===== src/rtl/mem_bus_rr_arbiter_if.sv =====
// mem_bus_rr_arbiter_if
//  Bundles the two requester descriptor/handshake groups and the shared
//  memory bus beat outputs of mem_bus_rr_arbiter.
//  master : requester / traffic-agent side (drives req/wr/addr/len)
//  slave  : arbiter side (drives gnt/done and the bus beat signals)
//  Signals
//   reqN/wrN/addrN/lenN : burst descriptor of requester N (len = beats-1)
//   gntN/doneN          : first-beat / last-beat pulses for requester N
//   bus_en/bus_wr/bus_addr : beat valid, direction, address
//   busy                : arbiter is in a burst or the post-burst gap
interface mem_bus_rr_arbiter_if #(
    parameter int ADDR_W = 6,
    parameter int LEN_W  = 3
);
    logic              req0;
    logic              wr0;
    logic [ADDR_W-1:0] addr0;
    logic [LEN_W-1:0]  len0;
    logic              gnt0;
    logic              done0;

    logic              req1;
    logic              wr1;
    logic [ADDR_W-1:0] addr1;
    logic [LEN_W-1:0]  len1;
    logic              gnt1;
    logic              done1;

    logic              bus_en;
    logic              bus_wr;
    logic [ADDR_W-1:0] bus_addr;
    logic              busy;

    modport master (
        output req0, wr0, addr0, len0,
        output req1, wr1, addr1, len1,
        input  gnt0, done0, gnt1, done1,
        input  bus_en, bus_wr, bus_addr, busy
    );

    modport slave (
        input  req0, wr0, addr0, len0,
        input  req1, wr1, addr1, len1,
        output gnt0, done0, gnt1, done1,
        output bus_en, bus_wr, bus_addr, busy
    );
endinterface


===== src/rtl/mem_bus_rr_arbiter.sv =====
// mem_bus_rr_arbiter
//  Two-requester round-robin arbiter/sequencer for the shared memory bus.
//  A granted burst descriptor (base addr, wr, len) is latched and played
//  out one beat per clock, followed by one idle gap cycle.
//  Ports
//   clk : system clock, posedge
//   rst : synchronous reset, active-high
//   bus : mem_bus_rr_arbiter_if.slave (requests in, grants and bus beats out)
//  Every output is a flop; the comb logic computes the value the outputs
//  must show in the cycle after the coming edge.
module mem_bus_rr_arbiter #(
    parameter int ADDR_W = 6,
    parameter int LEN_W  = 3
) (
    input  logic                clk,
    input  logic                rst,
    mem_bus_rr_arbiter_if.slave bus
);

    typedef enum logic [1:0] {IDLE, BURST, GAP} state_t;

    state_t            state_q, state_nxt;

    // rr pointer: requester favoured when both request (0 after reset)
    logic              ptr_q, ptr_nxt;
    logic              owner_q, owner_nxt;
    logic              wr_q, wr_nxt;
    logic [ADDR_W-1:0] base_q, base_nxt;
    logic [LEN_W-1:0]  len_q, len_nxt;
    logic [LEN_W-1:0]  beat_q, beat_nxt;

    logic              grant;
    logic              win;
    logic              last_nxt;

    logic              en_d, wr_d, gnt0_d, gnt1_d, done0_d, done1_d, busy_d;
    logic [ADDR_W-1:0] addr_d;

    logic              en_q, bwr_q, gnt0_q, gnt1_q, done0_q, done1_q, busy_q;
    logic [ADDR_W-1:0] addr_q;

    // Requests are only looked at in IDLE; a sole requester always wins,
    // a tie goes to the pointer.
    assign grant = (state_q == IDLE) && (bus.req0 || bus.req1);
    assign win   = bus.req1 && (!bus.req0 || ptr_q);

    // State register
    always_ff @(posedge clk) begin
        if (rst) state_q <= IDLE;
        else     state_q <= state_nxt;
    end

    // Next-state logic
    always_comb begin
        state_nxt = state_q;
        case (state_q)
            IDLE:    if (grant) state_nxt = BURST;
            BURST:   if (beat_q == len_q) state_nxt = GAP;
            GAP:     state_nxt = IDLE;
            default: state_nxt = IDLE;
        endcase
    end

    // Descriptor latch, beat counter and rr pointer
    always_comb begin
        ptr_nxt   = ptr_q;
        owner_nxt = owner_q;
        wr_nxt    = wr_q;
        base_nxt  = base_q;
        len_nxt   = len_q;
        beat_nxt  = beat_q;
        case (state_q)
            IDLE: begin
                if (grant) begin
                    owner_nxt = win;
                    ptr_nxt   = ~win;
                    wr_nxt    = win ? bus.wr1   : bus.wr0;
                    base_nxt  = win ? bus.addr1 : bus.addr0;
                    len_nxt   = win ? bus.len1  : bus.len0;
                    beat_nxt  = '0;
                end
            end
            BURST: begin
                // beat never exceeds len, so the counter cannot wrap
                if (beat_q != len_q) beat_nxt = beat_q + LEN_W'(1);
            end
            default: ;
        endcase
    end

    // Output logic: values shown during the cycle after the coming edge
    always_comb begin
        en_d     = (state_nxt == BURST);
        last_nxt = (beat_nxt == len_nxt);
        wr_d     = en_d && wr_nxt;
        // address wraps naturally at ADDR_W bits
        addr_d   = en_d ? (base_nxt + ADDR_W'(beat_nxt)) : '0;
        gnt0_d   = grant && !win;
        gnt1_d   = grant && win;
        done0_d  = en_d && last_nxt && !owner_nxt;
        done1_d  = en_d && last_nxt && owner_nxt;
        busy_d   = (state_nxt != IDLE);
    end

    always_ff @(posedge clk) begin
        if (rst) begin
            ptr_q   <= 1'b0;
            owner_q <= 1'b0;
            wr_q    <= 1'b0;
            base_q  <= '0;
            len_q   <= '0;
            beat_q  <= '0;
            en_q    <= 1'b0;
            bwr_q   <= 1'b0;
            addr_q  <= '0;
            gnt0_q  <= 1'b0;
            gnt1_q  <= 1'b0;
            done0_q <= 1'b0;
            done1_q <= 1'b0;
            busy_q  <= 1'b0;
        end else begin
            ptr_q   <= ptr_nxt;
            owner_q <= owner_nxt;
            wr_q    <= wr_nxt;
            base_q  <= base_nxt;
            len_q   <= len_nxt;
            beat_q  <= beat_nxt;
            en_q    <= en_d;
            bwr_q   <= wr_d;
            addr_q  <= addr_d;
            gnt0_q  <= gnt0_d;
            gnt1_q  <= gnt1_d;
            done0_q <= done0_d;
            done1_q <= done1_d;
            busy_q  <= busy_d;
        end
    end

    assign bus.bus_en   = en_q;
    assign bus.bus_wr   = bwr_q;
    assign bus.bus_addr = addr_q;
    assign bus.gnt0     = gnt0_q;
    assign bus.gnt1     = gnt1_q;
    assign bus.done0    = done0_q;
    assign bus.done1    = done1_q;
    assign bus.busy     = busy_q;

endmodule


===== src/flat_wrapper.sv =====
// flat-port wrapper written by rule: the top's interface ports become plain ports
module mem_bus_rr_arbiter_flat 
#(
    parameter int ADDR_W = 6,
    parameter int LEN_W  = 3
)
  (clk, rst, bus_req0, bus_wr0, bus_addr0, bus_len0, bus_req1, bus_wr1, bus_addr1, bus_len1, bus_gnt0, bus_done0, bus_gnt1, bus_done1, bus_bus_en, bus_bus_wr, bus_bus_addr, bus_busy);
  mem_bus_rr_arbiter_if #(.ADDR_W(ADDR_W), .LEN_W(LEN_W)) bus_i ();
  input  logic clk;
  input  logic rst;
  input wire logic [$bits(bus_i.req0)-1:0] bus_req0;
  input wire logic [$bits(bus_i.wr0)-1:0] bus_wr0;
  input wire logic [$bits(bus_i.addr0)-1:0] bus_addr0;
  input wire logic [$bits(bus_i.len0)-1:0] bus_len0;
  input wire logic [$bits(bus_i.req1)-1:0] bus_req1;
  input wire logic [$bits(bus_i.wr1)-1:0] bus_wr1;
  input wire logic [$bits(bus_i.addr1)-1:0] bus_addr1;
  input wire logic [$bits(bus_i.len1)-1:0] bus_len1;
  output wire logic [$bits(bus_i.gnt0)-1:0] bus_gnt0;
  output wire logic [$bits(bus_i.done0)-1:0] bus_done0;
  output wire logic [$bits(bus_i.gnt1)-1:0] bus_gnt1;
  output wire logic [$bits(bus_i.done1)-1:0] bus_done1;
  output wire logic [$bits(bus_i.bus_en)-1:0] bus_bus_en;
  output wire logic [$bits(bus_i.bus_wr)-1:0] bus_bus_wr;
  output wire logic [$bits(bus_i.bus_addr)-1:0] bus_bus_addr;
  output wire logic [$bits(bus_i.busy)-1:0] bus_busy;
  assign bus_i.req0 = bus_req0;
  assign bus_i.wr0 = bus_wr0;
  assign bus_i.addr0 = bus_addr0;
  assign bus_i.len0 = bus_len0;
  assign bus_i.req1 = bus_req1;
  assign bus_i.wr1 = bus_wr1;
  assign bus_i.addr1 = bus_addr1;
  assign bus_i.len1 = bus_len1;
  assign bus_gnt0 = bus_i.gnt0;
  assign bus_done0 = bus_i.done0;
  assign bus_gnt1 = bus_i.gnt1;
  assign bus_done1 = bus_i.done1;
  assign bus_bus_en = bus_i.bus_en;
  assign bus_bus_wr = bus_i.bus_wr;
  assign bus_bus_addr = bus_i.bus_addr;
  assign bus_busy = bus_i.busy;
  mem_bus_rr_arbiter #(.ADDR_W(ADDR_W), .LEN_W(LEN_W)) u_core (.clk(clk), .rst(rst), .bus(bus_i));
endmodule

===== config.mk =====
export PLATFORM = sky130hd
export DESIGN_NAME = mem_bus_rr_arbiter_flat
export DESIGN_NICKNAME = d
export VERILOG_FILES = /design/src/rtl/mem_bus_rr_arbiter_if.sv /design/src/rtl/mem_bus_rr_arbiter.sv /design/src/flat_wrapper.sv
export SDC_FILE = /design/constraint.sdc
export NUM_CORES = 1
export LEC_CHECK = 0
export BUFFER_PORTS_ARGS = -buffer_cell sky130_fd_sc_hd__buf_4
export CELL_PAD_IN_SITES_DETAIL_PLACEMENT = 1
export CELL_PAD_IN_SITES_GLOBAL_PLACEMENT = 1
export CORE_UTILIZATION = 34
export DETAILED_ROUTE_END_ITERATION = 12
export GPL_ROUTABILITY_DRIVEN = 0
export PLACE_DENSITY = 0.77
export SETUP_SLACK_MARGIN = 0.4
export SLEW_MARGIN = 15
export SYNTH_ARGS = -nofsm -noshare
export SYNTH_HDL_FRONTEND = slang
export SYNTH_SLANG_ARGS = --single-unit
export TNS_END_PERCENT = 1

===== constraint.sdc =====
create_clock -name clk -period 2.05 [get_ports clk]
set_input_delay 0.41 -clock clk [delete_from_list [all_inputs] [get_ports clk]]
set_output_delay 0.41 -clock clk [all_outputs]
set_load 0.005 [all_outputs]

==> out/metrics.csv <==
metric,value,unit
outcome,"complete, but fails checks",
violations,negative setup slack,
synth_common_cells,"dfxtp_1, nor2_1, nand2_1",
async_flop_share,0,%
die_w,64.9,um
cp.arrival,2.35,ns
cts.sinks,30,
tritoncts,yes,
power_density,925,nW/um2
dieArea,4220,um2
synthCells,141,
root_buffer,clkbuf_8,
finalInstanceArea,2040,um2
syn-num-nets,169,
synth_edf_count,0,
antenna_found_initial,0,
cts_buffers,5,
cp-end-kind,register,
fin_crit_sh,104,%
synth_top_cells_by_area,"dfxtp_1, nor2_1, ha_1",
critPathMaxFanout,3,
dpl-instance-area,1900,um2
hold_viol,0,
clock.fmax,0.470,GHz
drtIter0Drc,39,
slew_headroom,64.4,%
grt_pass1_wl,6.87,mm
worstSetupPathType,register to register,
final_nets,233,
drc,0,
seq_area_frac_synth,44.6,%
maxCapViolCount,0,
rsz0062_at_grt,yes,
core,3720,um2
p_leak,0.938,nW
grt_usage,22.1,%
grt_max_degree,23,
cts_hold_buf,0,
synth_area_leader_cell,dfxtp_1,
vias,1318,
ys_ff_latch,30,
die_h,64.9,um
critPathMaxStageDelay,0.36,ns
critPathTopFamily,simple AND/OR/NAND/NOR gates,
firstDrtPassIters,4,
critical_path.slowest_cell,dfxtp_2,
synth_most_common_cell,dfxtp_1,
hp-class,input pin to register,
synth_area_per_cell,9.55,um2
synth_warnings,0,
drive_gt1_share,47.1,%
yosysTopAreaCellShare,44.6,%
netlist_area,1350,um2
r2r_slack,-0.08,ns
dp_slack,-0.157,ns
start_kind,register,
holdWs,0.416,ns
routedWlPerCell,16.8,um
hpwl,3.23,mm
clk_pin_slew,0.07,ns
synth_flop_cell,dfxtp_1,
viasPerCell,5.19,
portBuffers,36,
grt_pass1_vias,1443,
placed_cells,244,
path_buf_inv,1,
crit_required,2.27,ns
diodes,0,
max_slew.worst_pin.slew,0.534,ns
period_needed,2.13,ns
finalSetupViolations,3,
synth_cell_types,39,
cp_cell_sequence,or2_2 -> buf_4 -> o21ai_1 -> mux2i_1 -> ha_1 -> or2_4 -> nor2b_1 -> a21o_1 -> a21oi_1,
ir_worst_vdd,417,uV
area_delta_synth_final,51.8,%
rows,22,
clock_skew,0.00860,ns
grt_overflow,0,
postRouteAntennaNets,0,
cts_max_path_buffers,2,
fin_cells,254,
ios,37,
start_util,36.2,%
clk_latency,0.28,ns
cts.htree.levels,2,
wl,4.28,mm
final_max_slew_viol_count,0,
fin_ws,-0.0774,ns
-- stage by stage --
stage	total power, mW	TNS [ns]	utilization (%)
after floorplan	1.07	-0.0685	-
after global placement	1.34	-0.243	51.0
after detailed placement	1.37	-0.388	51.0
after CTS	1.88	-0.133	54.6
after global routing	1.99	-0.678	55.0
final	1.89	-0.149	55.0
-- tightest hold or removal path, delay by kind of cell --
| kind | cells | cell delay (ns) |
|---|---|---|
| compound gates | 1 | 0.07 |
| buf+inv | 1 | 0.08 |
| simple gates | 1 | 0.10 |
-- cells by family (layout without fill, tap and decap cells) --
family,count (synthesis),count (layout),synth area share [%]
AO/OA/AOI/OAI,30,30,18.0
XOR/XNOR,8,8,5.20
adder cells (fa/ha/maj),5,5,4.55
buffers and inverters,8,73,2.23
flip-flops,30,30,44.6
multiplexers,5,5,4.00
AND/OR/NAND/NOR,55,55,21.4
-- path summary, 6_finish.rpt --
path / from / depth (start not counted) / end
worst max-delay path: u_core.state_q[0]$_SDFF_PP0_ / 9 / u_core.bus.bus_addr[4]$_SDFF_PP0_
worst max register to register: u_core.state_q[0]$_SDFF_PP0_ / 9 / u_core.bus.bus_addr[4]$_SDFF_PP0_
worst min register to register: u_core.ptr_q$_SDFFE_PP0P_ / 2 / u_core.ptr_q$_SDFFE_PP0P_
worst min-delay path: bus_wr0 / 3 / u_core.wr_q$_SDFF_PP0_
-- timing repair --
item / 4_1_cts / 5_1_grt
pin swaps: 4 / 2
gates resized for setup: 13 / 3
endpoints found under the setup margin: 10 / 13
setup buffers: 2 / 0
-- placed cells by master (no fill, tap or decap), drive strengths merged, types with 2 or more instances in the layout --
cell and n:
and2 2, o22ai 2, nor2b 6, nor2 21, xnor2 4, a222oi 2
nand2 8, or2 4, nor3 4, ha 4, inv 4, nand3 3
mux2i 5, buf 61, xor2 4, o21ai 5, a21o 6, a21oi 6
clkbuf 7, or3 2, o221ai 4, dfxtp 30
-- layer usage --
metal	part of all wire (%)	GRT usage [%]
met5	0	0
met4	1.7	7.50
met3	5.2	6.34
met2	53	40.6
met1	40	23.8
-- flip-flops by register name, summed over array words and instances, names as in the netlist --
| signal | flops |
|---|---|
| u_core.bus.busy | 1 |
| u_core.beat_q | 3 |
| u_core.bus.done1 | 1 |
| u_core.owner_q | 1 |
| u_core.bus.bus_wr | 1 |
| u_core.bus.done0 | 1 |
| u_core.bus.gnt0 | 1 |
| u_core.len_q | 3 |
| u_core.state_q | 2 |
| u_core.bus.bus_addr | 6 |
| u_core.base_q | 6 |
| u_core.bus.bus_en | 1 |
| u_core.ptr_q | 1 |
| u_core.bus.gnt1 | 1 |
| u_core.wr_q | 1 |
-- layout make-up --
type                            count  area, um2
Multi-Input combinational cell    103        805
Inverter                            4       15.0
Tap cell                           48       60.1
Sequential cell                    30        611
Clock inverter                      1       5.00
Timing Repair Buffer               61        462
Fill cell                         435       1670
Clock buffer                        7       86.3
-- power by group --
part | internal, mW | total [mW] | switching [mW]
logic | 0.351 | 0.691 | 0.341
clock network | 0.270 | 0.488 | 0.218
registers | 0.665 | 0.709 | 0.0444
total | 1.29 | 1.89 | 0.603
Note: power is estimated with default switching activity, not from simulation.
